**src/rtl/y86_fetch_pkg.sv**
```systemverilog
// -----------------------------------------------------------------------------
// y86_fetch_pkg
// Shared definitions for the Y86-64 fetch sequencer:
//   - default address width and highest legal fetch address
//   - icode encodings (HALT .. POPQ)
//   - fetch FSM state enum
//   - sticky error status codes
// -----------------------------------------------------------------------------
package y86_fetch_pkg;

    localparam int ADDR_W_DEF = 64;
    localparam int MAX_PC_DEF = 200;

    localparam logic [3:0] I_HALT   = 4'h0;
    localparam logic [3:0] I_NOP    = 4'h1;
    localparam logic [3:0] I_RRMOVQ = 4'h2;
    localparam logic [3:0] I_IRMOVQ = 4'h3;
    localparam logic [3:0] I_RMMOVQ = 4'h4;
    localparam logic [3:0] I_MRMOVQ = 4'h5;
    localparam logic [3:0] I_OPQ    = 4'h6;
    localparam logic [3:0] I_JXX    = 4'h7;
    localparam logic [3:0] I_CALL   = 4'h8;
    localparam logic [3:0] I_RET    = 4'h9;
    localparam logic [3:0] I_PUSHQ  = 4'hA;
    localparam logic [3:0] I_POPQ   = 4'hB;

    localparam logic [3:0] REG_NONE = 4'hF;

    localparam logic [1:0] ERR_OK  = 2'd0;
    localparam logic [1:0] ERR_ADR = 2'd1;
    localparam logic [1:0] ERR_INS = 2'd2;

    typedef enum logic [2:0] {
        S_IDLE    = 3'd0,
        S_OP      = 3'd1,
        S_REG     = 3'd2,
        S_CONST   = 3'd3,
        S_PRESENT = 3'd4,
        S_HALT    = 3'd5,
        S_ERR     = 3'd6
    } fetch_state_t;

endpackage

```
**src/rtl/fetch_len_decode.sv**
```systemverilog
// -----------------------------------------------------------------------------
// fetch_len_decode
// Combinational classification of a Y86-64 icode.
// Ports:
//   icode     in  4  instruction code (byte0 high nibble)
//   len       out 4  instruction length in bytes (1, 2, 9 or 10)
//   has_reg   out 1  instruction carries a register-specifier byte
//   has_const out 1  instruction carries an 8-byte constant
//   legal     out 1  icode is a defined instruction (0..B)
// -----------------------------------------------------------------------------
module fetch_len_decode
    import y86_fetch_pkg::*;
(
    input  logic [3:0] icode,
    output logic [3:0] len,
    output logic       has_reg,
    output logic       has_const,
    output logic       legal
);

    always_comb begin
        len       = 4'd1;
        has_reg   = 1'b0;
        has_const = 1'b0;
        legal     = 1'b1;
        case (icode)
            I_HALT, I_NOP, I_RET: ;
            I_RRMOVQ, I_OPQ, I_PUSHQ, I_POPQ: begin
                len     = 4'd2;
                has_reg = 1'b1;
            end
            I_IRMOVQ, I_RMMOVQ, I_MRMOVQ: begin
                len       = 4'd10;
                has_reg   = 1'b1;
                has_const = 1'b1;
            end
            I_JXX, I_CALL: begin
                len       = 4'd9;
                has_const = 1'b1;
            end
            default: legal = 1'b0;
        endcase
    end

endmodule

```
**src/rtl/fetch_sequencer.sv**
```systemverilog
// -----------------------------------------------------------------------------
// fetch_sequencer
// Multi-cycle Y86-64 fetch controller. Owns the PC, reads a byte-wide
// instruction memory one byte per request and assembles icode/ifun/rA/rB/
// valC/valP for decode. Honours decode backpressure, execute redirects,
// halt and address/instruction errors.
//
// Optional feature: define FETCH_SEQ_JMP_PREDICT_EN to load the PC with valC
// on acceptance of an unconditional jmp (icode 7 / ifun 0) or call (icode 8).
// Without it the PC always advances to valP.
//
// Ports:
//   clk, rst_n             clock, asynchronous active-low reset
//   start, start_pc        begin fetching at start_pc (IDLE only)
//   imem_req, imem_addr    byte read request / address
//   imem_rvalid, imem_rdata read data return
//   redirect_valid/_pc     execute-stage redirect, highest priority
//   out_valid, out_ready   decode handshake
//   icode, ifun, rA, rB    instruction fields (rA/rB = F when no reg byte)
//   valC                   big-endian constant, 0 when none
//   valP, pc_out           next sequential PC / instruction PC
//   halted                 sticky, set when a halt is accepted
//   err                    sticky status: 0 ok, 1 address, 2 instruction
//
// state     | meaning
// ----------+-------------------------------------------------------------
// S_IDLE    | waiting for start
// S_OP      | fetching byte0 (icode/ifun)
// S_REG     | fetching register-specifier byte
// S_CONST   | fetching constant bytes, cnt = 0..7
// S_PRESENT | fields complete; out_valid raised, waiting for decode
// S_HALT    | halt accepted, terminal until reset
// S_ERR     | address or instruction error, terminal until reset
// -----------------------------------------------------------------------------
module fetch_sequencer
    import y86_fetch_pkg::*;
#(
    parameter int ADDR_W = ADDR_W_DEF,
    parameter int MAX_PC = MAX_PC_DEF
) (
    input  logic              clk,
    input  logic              rst_n,
    input  logic              start,
    input  logic [ADDR_W-1:0] start_pc,
    output logic              imem_req,
    output logic [ADDR_W-1:0] imem_addr,
    input  logic              imem_rvalid,
    input  logic [7:0]        imem_rdata,
    input  logic              redirect_valid,
    input  logic [ADDR_W-1:0] redirect_pc,
    output logic              out_valid,
    input  logic              out_ready,
    output logic [3:0]        icode,
    output logic [3:0]        ifun,
    output logic [3:0]        rA,
    output logic [3:0]        rB,
    output logic [63:0]       valC,
    output logic [ADDR_W-1:0] valP,
    output logic [ADDR_W-1:0] pc_out,
    output logic              halted,
    output logic [1:0]        err
);

    fetch_state_t      state;
    fetch_state_t      lat_next;
    logic [ADDR_W-1:0] pc;
    logic [3:0]        offset;
    logic [2:0]        cnt;
    logic              req_q;
    logic              drop;
    logic              has_const_q;
    logic              lat_more;

    logic [3:0]        dec_len;
    logic              dec_has_reg;
    logic              dec_has_const;
    logic              dec_legal;

    logic [ADDR_W-1:0] cur_addr;
    logic [ADDR_W-1:0] next_addr;
    logic              cur_bad;
    logic              next_bad;
    logic              busy;
    logic [ADDR_W-1:0] next_pc;

    fetch_len_decode u_len_decode (
        .icode     (imem_rdata[7:4]),
        .len       (dec_len),
        .has_reg   (dec_has_reg),
        .has_const (dec_has_const),
        .legal     (dec_legal)
    );

    // Request is dropped in the cycle its data returns; the next byte of the
    // same instruction is requested in the following cycle at the new address,
    // giving two cycles per byte.
    assign imem_req = req_q & ~imem_rvalid;

    assign cur_addr  = pc + ADDR_W'(offset);
    assign next_addr = cur_addr + ADDR_W'(1);
    assign cur_bad   = cur_addr > ADDR_W'(MAX_PC);
    assign next_bad  = next_addr > ADDR_W'(MAX_PC);
    assign busy      = (state == S_OP) || (state == S_REG) ||
                       (state == S_CONST) || (state == S_PRESENT);

`ifdef FETCH_SEQ_JMP_PREDICT_EN
    assign next_pc = (((icode == I_JXX) && (ifun == 4'h0)) || (icode == I_CALL))
                     ? valC[ADDR_W-1:0] : valP;
`else
    assign next_pc = valP;
`endif

    // Where to go after the byte being latched this cycle.
    always_comb begin
        lat_more = 1'b0;
        lat_next = S_PRESENT;
        case (state)
            S_OP: begin
                if (dec_legal && (dec_len != 4'd1)) begin
                    lat_more = 1'b1;
                    lat_next = dec_has_reg ? S_REG : S_CONST;
                end
            end
            S_REG: begin
                if (has_const_q) begin
                    lat_more = 1'b1;
                    lat_next = S_CONST;
                end
            end
            S_CONST: begin
                if (cnt != 3'd7) begin
                    lat_more = 1'b1;
                    lat_next = S_CONST;
                end
            end
            default: ;
        endcase
    end

    always_ff @(posedge clk or negedge rst_n) begin
        if (!rst_n) begin
            state       <= S_IDLE;
            pc          <= '0;
            offset      <= '0;
            cnt         <= '0;
            req_q       <= 1'b0;
            drop        <= 1'b0;
            has_const_q <= 1'b0;
            imem_addr   <= '0;
            out_valid   <= 1'b0;
            icode       <= '0;
            ifun        <= '0;
            rA          <= REG_NONE;
            rB          <= REG_NONE;
            valC        <= '0;
            valP        <= '0;
            pc_out      <= '0;
            halted      <= 1'b0;
            err         <= ERR_OK;
        end else if (busy && redirect_valid) begin
            pc        <= redirect_pc;
            state     <= S_OP;
            offset    <= '0;
            cnt       <= '0;
            out_valid <= 1'b0;
            req_q     <= 1'b0;
            // A request already accepted by memory will still return data;
            // remember to discard it before fetching at the new PC.
            drop      <= (drop | req_q) & ~imem_rvalid;
        end else begin
            case (state)
                S_IDLE: begin
                    if (start) begin
                        pc     <= start_pc;
                        state  <= S_OP;
                        offset <= '0;
                        cnt    <= '0;
                    end
                end
                S_OP, S_REG, S_CONST: begin
                    if (drop) begin
                        if (imem_rvalid) drop <= 1'b0;
                    end else if (!req_q) begin
                        if (cur_bad) begin
                            state <= S_ERR;
                            err   <= ERR_ADR;
                        end else begin
                            req_q     <= 1'b1;
                            imem_addr <= cur_addr;
                        end
                    end else if (imem_rvalid) begin
                        case (state)
                            S_OP: begin
                                icode       <= imem_rdata[7:4];
                                ifun        <= imem_rdata[3:0];
                                rA          <= REG_NONE;
                                rB          <= REG_NONE;
                                valC        <= '0;
                                pc_out      <= pc;
                                valP        <= pc + ADDR_W'(dec_len);
                                has_const_q <= dec_has_const;
                            end
                            S_REG: begin
                                rA <= imem_rdata[7:4];
                                rB <= imem_rdata[3:0];
                            end
                            default: begin
                                valC <= {valC[55:0], imem_rdata};
                                cnt  <= cnt + 3'd1;
                            end
                        endcase
                        if ((state == S_OP) && !dec_legal) begin
                            state <= S_ERR;
                            err   <= ERR_INS;
                            req_q <= 1'b0;
                        end else if (!lat_more) begin
                            state <= S_PRESENT;
                            req_q <= 1'b0;
                        end else if (next_bad) begin
                            state <= S_ERR;
                            err   <= ERR_ADR;
                            req_q <= 1'b0;
                        end else begin
                            state     <= lat_next;
                            offset    <= offset + 4'd1;
                            imem_addr <= next_addr;
                        end
                    end
                end
                S_PRESENT: begin
                    if (!out_valid) begin
                        out_valid <= 1'b1;
                    end else if (out_ready) begin
                        out_valid <= 1'b0;
                        pc        <= next_pc;
                        offset    <= '0;
                        cnt       <= '0;
                        if (icode == I_HALT) begin
                            state  <= S_HALT;
                            halted <= 1'b1;
                        end else begin
                            state <= S_OP;
                        end
                    end
                end
                default: ;
            endcase
        end
    end

endmodule

```
**config.mk**
```make
export PLATFORM = sky130hd
export DESIGN_NAME = fetch_sequencer
export DESIGN_NICKNAME = d
export VERILOG_FILES = /design/src/rtl/y86_fetch_pkg.sv /design/src/rtl/fetch_len_decode.sv /design/src/rtl/fetch_sequencer.sv
export SDC_FILE = /design/constraint.sdc
export NUM_CORES = 1
export LEC_CHECK = 0
export CAP_MARGIN = 20
export CORE_AREA = 3 3 237 239
export CTS_BUF_LIST = sky130_fd_sc_hd__clkbuf_4 sky130_fd_sc_hd__clkbuf_8
export DETAILED_ROUTE_END_ITERATION = 8
export DIE_AREA = 0 0 240 242
export GPL_TIMING_DRIVEN = 0
export PLACE_DENSITY = 0.67
export REMOVE_ABC_BUFFERS = 1
export SLEW_MARGIN = 20
export SYNTH_ARGS = -nofsm -noshare
export SYNTH_HDL_FRONTEND = slang
export SYNTH_HIERARCHICAL = 1
export SYNTH_SLANG_ARGS = --single-unit
```
**constraint.sdc**
```tcl
create_clock -name clk -period 6.4 [get_ports clk]
set_input_delay 1.28 -clock clk [delete_from_list [all_inputs] [get_ports clk]]
set_output_delay 1.28 -clock clk [all_outputs]
set_load 0.1 [all_outputs]
```
**Yosys cells after proc, flatten, opt, wreduce, memory -nomap -nowiden**

Index checks and enable logic that the tools add are counted.
W data, S select, Z words.

- Register bits after elaboration: 353
- Output and inout bits: 277
- Word-level logic and storage cells: 187

- Add/sub/neg operators: 5
- $lt $le $gt $ge: 2
- Equal/unequal tests: 37
- Muxes and demuxes: 83
- Bitwise logic cells: 7
- Reduce and logical (&&, ||, !) cells: 35

Operators with widths:

| kind | count |
|---|---|
| $mux W64 | 10 |
| $pmux W64 S2 | 2 |
| $add A64 B4 Y64 | 2 |
| $gt A64 B8 Y1 const B | 2 |
| $mux W3 | 23 |
| $add A64 B1 Y64 const B | 1 |
| $mux W4 | 10 |
| $ne A3 B3 Y1 const B | 9 |
| $pmux W3 S3 | 3 |
| $mux W1 | 24 |
| $pmux W4 S3 | 2 |
| $reduce_and A6 Y1 | 3 |
| $eq A4 B3 Y1 const B | 4 |
| $eq A4 B4 Y1 const B | 4 |
| $pmux W4 S2 | 2 |
| $reduce_and A8 Y1 | 2 |
| $reduce_and A7 Y1 | 2 |
| $mux W2 | 6 |
| $reduce_or A12 Y1 | 1 |
| $reduce_and A10 Y1 | 1 |
| $eq A4 B2 Y1 const B | 2 |
| $logic_not A4 Y1 | 2 |
| $ne A2 B2 Y1 const B | 4 |
| $ne A4 B4 Y1 const B | 2 |
| other kinds (29) | 46 |

**Longest topological paths before layout**

- Depth after elaboration: 15
- Depth in mapped cells: 18
- Depth with buffers taken out: 17

**Modules after synthesis**

The synthesis kept the hierarchy.

Modules (own cells, without submodules):

| module | instances | cells each | area an instance (µm²) | sequential area each (µm²) |
|---|---|---|---|---|
| fetch_sequencer | 1 | 2,408 | 19,872.8 | 8,843.5 |
| fetch_len_decode | 1 | 13 | 82.6 | 0.0 |

**Worst setup path after synthesis**

OpenSTA, ideal clock, no wires.

- Kind: register to register
- Start: register offset[0]
- End: register imem_addr[4]
- Setup time: 0.125 ns
- Arrival time: 4.980 ns
- Required time: 6.275 ns
- Setup slack: 1.295 ns
- Stages on the path, launching flop included: 18
- Path buffers: 2
- Period minus slack after synthesis: 5.105 ns
- Cells stage by stage: dfrtp_1 -> ha_1 -> inv_1 -> fa_1 -> nand2b_1 -> a211o_1 -> or3_1 -> a222oi_1 -> and4_1 -> buf_2 -> nand4_1 -> nor4_1 -> mux2i_1 -> o2111ai_2 -> nor4b_4 -> a31oi_4 -> buf_6 -> mux2_4

- Cells in the longest elaborated chain, start to end: 7
- Elaborated cells on any way between the ends: 13
- Those cells by class: add/sub (2); order compare (2); eq/ne (2); mux (6); reduce/logical (1)

RTL lines:

| what | RTL line | source |
|---|---|---|
| start: declaration | fetch_sequencer.sv:67 | `logic [3:0] offset;` |
| start signal: assignment | fetch_sequencer.sv:225 | `offset <= offset + 4'd1;` |
| $add A64 B4 Y64 * | fetch_sequencer.sv:99 | `assign cur_addr = pc + ADDR_W'(offset);` |
| parallel branches: the longest is 6 deep, another holds $add A64 B1 Y64 | - |  |
| end signal: assignment | fetch_sequencer.sv:189 | `imem_addr <= cur_addr;` |
| end signal: assignment | fetch_sequencer.sv:226 | `imem_addr <= next_addr;` |
| end: declaration | fetch_sequencer.sv:46 | `output logic [ADDR_W-1:0] imem_addr,` |

Every way passes the cells marked *. The select of a mux whose other input is x is not followed.
A chain may end at the register's enable or synchronous reset.

**Worst setup path in the final report**

- Start: register pc[0]
- End: register imem_addr[9]

- Cells in the longest elaborated chain, start to end: 7
- Elaborated cells on any way between the ends: 13
- Those cells by class: add/sub (2); order compare (2); eq/ne (2); mux (6); reduce/logical (1)

RTL lines:

| what | RTL line | source |
|---|---|---|
| start: declaration | fetch_sequencer.sv:66 | `logic [ADDR_W-1:0] pc;` |
| start signal: assignment | fetch_sequencer.sv:161 | `pc <= redirect_pc;` |
| start signal: assignment | fetch_sequencer.sv:174 | `pc <= start_pc;` |
| start signal: assignment | fetch_sequencer.sv:235 | `pc <= next_pc;` |
| $add A64 B4 Y64 * | fetch_sequencer.sv:99 |  |
| parallel branches: the longest is 6 deep, another holds $add A64 B1 Y64 | - |  |

Marks and branches as above.

==> metrics.txt <==
# TYPE chip_impl_metric gauge
chip_impl_metric{name="route.detailed.drc",unit=""} 0
chip_impl_info{name="cp_cell_sequence",value="ha_1 -> inv_1 -> fa_1 -> nand2b_1 -> a211oi_4 -> buf_4 -> nand3_1 -> xor2_1 -> nor4_4 -> nand4_1 -> a2bb2oi_1 -> nor4_1 -> nand4_1 -> nor4_4 -> a31oi_4 -> buf_16 -> buf_16 -> and2_1"} 1
chip_impl_metric{name="vdd.ir_drop.worst",unit="uV"} 317
chip_impl_metric{name="synthesis.area",unit="um2"} 20000
chip_impl_metric{name="postSynthAreaPerCell",unit="um2"} 8.24
chip_impl_metric{name="core",unit="um2"} 54000
chip_impl_metric{name="detail_route.first_pass.iterations",unit=""} 5
chip_impl_metric{name="cts.path.max_buffers",unit=""} 3
chip_impl_metric{name="post-dp-hpwl",unit="mm"} 52.8
chip_impl_metric{name="timing.max_cap.violations",unit=""} 0
chip_impl_info{name="post_synth_main_area_contributors",value="sky130_fd_sc_hd__dfrtp_1, sky130_fd_sc_hd__nand2_1, sky130_fd_sc_hd__o21ai_0"} 1
chip_impl_metric{name="gr_util_all_layers",unit="%"} 23.4
chip_impl_metric{name="layout_min_cycle_time",unit="ps"} 6100
chip_impl_metric{name="ys_async_sr_fraction",unit="%"} 100
chip_impl_metric{name="wl_per_cell",unit="um"} 19.9
chip_impl_metric{name="fin_cells",unit=""} 3504
chip_impl_info{name="rsz0062_at_grt",value="no"} 1
chip_impl_metric{name="routabilityCongestion",unit=""} 0.905
chip_impl_metric{name="worst_skew_pair.late_latency",unit="ps"} 690
chip_impl_metric{name="number_of_antenna_violations_at_the_first_check_in_global_routing",unit=""} 0
chip_impl_metric{name="worst_margin_pin_slew",unit="ps"} 1090
chip_impl_metric{name="synth-edff-count",unit=""} 0
chip_impl_metric{name="post_synth_inst_count",unit=""} 2421
chip_impl_info{name="tritoncts_clock_tree",value="done"} 1
chip_impl_info{name="yosys.cell_count.top_type",value="sky130_fd_sc_hd__nand2_1"} 1
chip_impl_info{name="ys.flop_type",value="sky130_fd_sc_hd__dfrtp_1"} 1
chip_impl_metric{name="yosysTopAreaCellShare",unit="%"} 43.3
chip_impl_metric{name="first_global_vias",unit=""} 18700
chip_impl_metric{name="ios",unit=""} 419
chip_impl_metric{name="final_layout_size_suffix_gt1_share",unit="%"} 7.73
chip_impl_info{name="run_status",value="finished clean"} 1
chip_impl_metric{name="setup_viol",unit=""} 0
chip_impl_metric{name="finalHoldWorstSlack",unit="ps"} 462
chip_impl_metric{name="clock.fmax",unit="MHz"} 164
chip_impl_info{name="path_category_of_the_worst_min_delay_check",value="reg -> reg"} 1
chip_impl_info{name="synth_top_cell_by_area",value="sky130_fd_sc_hd__dfrtp_1"} 1
chip_impl_metric{name="numPlacedInstances",unit=""} 3389
chip_impl_metric{name="final_net_count",unit=""} 2919
chip_impl_metric{name="wire_length_of_the_first_global_routing_pass",unit="mm"} 109
chip_impl_metric{name="die_h",unit="um"} 242
chip_impl_metric{name="drt_iter0_drc",unit=""} 1262
chip_impl_metric{name="tns",unit="ps"} 0
chip_impl_metric{name="cts_num_sinks",unit=""} 353
chip_impl_metric{name="postLayoutSetupSlackWorst",unit="ps"} 303
chip_impl_metric{name="post-place-ws",unit="ps"} -231
chip_impl_metric{name="cts.reportedPaths.clkPinSlew",unit="ps"} 60
chip_impl_metric{name="required",unit="ps"} 6940
chip_impl_metric{name="ys_seq_elements",unit=""} 353
chip_impl_metric{name="cts_made_buffers",unit=""} 59
chip_impl_metric{name="ant_nets",unit=""} 0
chip_impl_metric{name="finalClockSkew",unit="ps"} 51.3
chip_impl_info{name="critical_path_source_type",value="flip-flop"} 1
chip_impl_metric{name="n_antenna_cell",unit=""} 0
chip_impl_metric{name="port-buffer-count",unit=""} 418
chip_impl_metric{name="die_area",unit="um2"} 58100
chip_impl_metric{name="fin_crit_sh",unit="%"} 95.3
chip_impl_metric{name="powerDensity",unit="nW/um2"} 436
chip_impl_metric{name="leakagePower",unit="uW"} 0.0112
chip_impl_metric{name="cp_max_fo",unit=""} 40
chip_impl_metric{name="yosysSeqAreaShare",unit="%"} 44.3
chip_impl_metric{name="fillcell_total",unit=""} 5205
chip_impl_metric{name="grt.overflow.total",unit=""} 0
chip_impl_metric{name="crit_path_max_incr_delay",unit="ps"} 550
chip_impl_metric{name="synthDistinctLibCells",unit=""} 90
chip_impl_info{name="ys_top_cells_by_count",value="sky130_fd_sc_hd__nand2_1, sky130_fd_sc_hd__dfrtp_1, sky130_fd_sc_hd__o21ai_0"} 1
chip_impl_metric{name="critPathArrivalTime",unit="ps"} 6640
chip_impl_metric{name="drv_slew",unit=""} 0
chip_impl_metric{name="cts_max_level",unit=""} 2
chip_impl_metric{name="finalHoldViolCount",unit=""} 0
chip_impl_metric{name="placement_rows",unit=""} 85
chip_impl_metric{name="grt_start_max_net_pins",unit=""} 101
chip_impl_metric{name="slew_headroom",unit="%"} 26.4
chip_impl_metric{name="postCtsHoldBufs",unit=""} 0
chip_impl_metric{name="routed-via-count",unit=""} 19000
chip_impl_metric{name="post_drt_via_cell_ratio",unit=""} 5.42
chip_impl_metric{name="synth_warnings",unit=""} 6
chip_impl_metric{name="areaGrowthSynthToFinish",unit="%"} 31.4
chip_impl_info{name="cpMaxStageDelayCell",value="sky130_fd_sc_hd__a211oi_4"} 1
chip_impl_metric{name="die_width",unit="um"} 240
chip_impl_info{name="root_buffer",value="sky130_fd_sc_hd__clkbuf_8"} 1
chip_impl_info{name="crit_type",value="reg -> reg"} 1
chip_impl_metric{name="finalWirelength",unit="mm"} 69.7
chip_impl_metric{name="initial_utilization",unit="%"} 36.9
chip_impl_info{name="worst_setup_path_end_kind",value="flip-flop"} 1
[layout make-up]
| class | count | area (um2) | share of cell area [%] |
|---|---|---|---|
| clock buffers | 93 | 1150 | 4.40 |
| clock inverters | 15 | 166 | 0.635 |
| inverters | 24 | 90.1 | 0.344 |
| multi-input cells | 1874 | 10400 | 39.8 |
| flip-flops and latches | 353 | 8840 | 33.7 |
| well taps | 696 | 871 | 3.32 |
| repair buffers | 449 | 4660 | 17.8 |
[kinds of logic (layout without fill, tap and decap cells)]
family / count (synthesis) / count (layout) / synth area share [%]
AOI/OAI and AO/OA: 372 / 372 / 11.3
xor gates and xnor gates: 142 / 142 / 6.23
adders and majority gates: 17 / 17 / 1.13
buffers and inverters: 194 / 581 / 3.95
DFF: 353 / 353 / 44.3
muxes: 20 / 20 / 1.15
other: 1 / 1 / 0.0188
and+or+nand+nor: 1322 / 1322 / 31.9
[metal layers]
| layer | up-vias | part of all wire (%) | GRT usage, % |
|---|---|---|---|
| li1 | 9060 | - | - |
| met1 | 9130 | 42 | 29.8 |
| met2 | 695 | 48 | 39.4 |
| met3 | 120 | 7.1 | 5.16 |
| met4 | 0 | 3.1 | 7.44 |
| met5 | - | 0 | 0 |
[metrics by stage]
stage	util, %	cell area [um2]	power (uW)
floorplan	-	19300	7410
CTS	48.4	26200	11500
detailed placement	45.9	24800	9230
finish	48.5	26200	11400
global route	48.5	26200	12100
global placement	45.0	24300	9180
[repair_timing]
action / CTS / global route
setup endpoints to repair: 64 / 65
pin swaps: 1 / 4
resized for setup: 2 / 4
buffers inserted: 1 / 6
[final timing paths]
path / start / end / slack [ps] / cells after the start
min in group asynchronous: rst_n / imem_addr[10] / 570 / 1
worst min register to register: valC[60] / valC[60] / 460 / 2
max in group asynchronous: rst_n / valP[44] / 4890 / 2
worst min-delay path: valC[60] / valC[60] / 460 / 2
worst max register to register: pc[0] / imem_addr[9] / 300 / 18
worst max-delay path: pc[0] / imem_addr[9] / 300 / 18
[state kept, by name, indices dropped and copies added (netlist names), 2 cells and up]
name / cells
imem_addr: 64
valP: 64
offset: 4
ifun: 4
pc_out: 64
pc: 64
cnt: 3
icode: 4
state: 3
valC: 64
err: 2
rA: 4
rB: 4
[worst max-delay path, delay by kind of cell (launching register included)]
| kind | cells | cell delay [ps] |
|---|---|---|
| and+or+nand+nor | 8 | 2790 |
| AOI/OAI and AO/OA | 3 | 1030 |
| adders and majority gates | 2 | 670 |
| buffers and inverters | 4 | 670 |
| DFF | 1 | 410 |
| xor gates and xnor gates | 1 | 330 |
[power breakdown]
part	internal (uW)	switching, uW	leakage (uW)
sequential	2730	882	0.00471
combinational	1590	4030	0.00579
clock	1240	962	0.000694
total	5560	5870	0.0112
[cells in the final DEF, fill, tap and decap left out, types with 9 or more instances in the layout]
master and count:
sky130_fd_sc_hd__and3_1 21, sky130_fd_sc_hd__or3_1 25, sky130_fd_sc_hd__and4_1 22, sky130_fd_sc_hd__or2_2 9
sky130_fd_sc_hd__clkbuf_4 20, sky130_fd_sc_hd__o22a_1 11, sky130_fd_sc_hd__nand3_1 175, sky130_fd_sc_hd__mux2i_1 9
sky130_fd_sc_hd__clkbuf_8 73, sky130_fd_sc_hd__nand4_1 74, sky130_fd_sc_hd__buf_4 9, sky130_fd_sc_hd__nor4_1 32
sky130_fd_sc_hd__xnor2_1 89, sky130_fd_sc_hd__clkdlybuf4s50_1 417, sky130_fd_sc_hd__o22ai_1 10, sky130_fd_sc_hd__inv_1 23
sky130_fd_sc_hd__ha_1 14, sky130_fd_sc_hd__nand2_1 664, sky130_fd_sc_hd__and2_1 78, sky130_fd_sc_hd__xor2_1 52
sky130_fd_sc_hd__nor4_2 10, sky130_fd_sc_hd__nor2_1 88, sky130_fd_sc_hd__o21ai_0 226, sky130_fd_sc_hd__or4_1 10
sky130_fd_sc_hd__a21oi_1 22, sky130_fd_sc_hd__a31oi_1 15, sky130_fd_sc_hd__dfrtp_1 345, sky130_fd_sc_hd__buf_16 10
sky130_fd_sc_hd__nor3_1 54
Power figures use the tool's default switching activity.
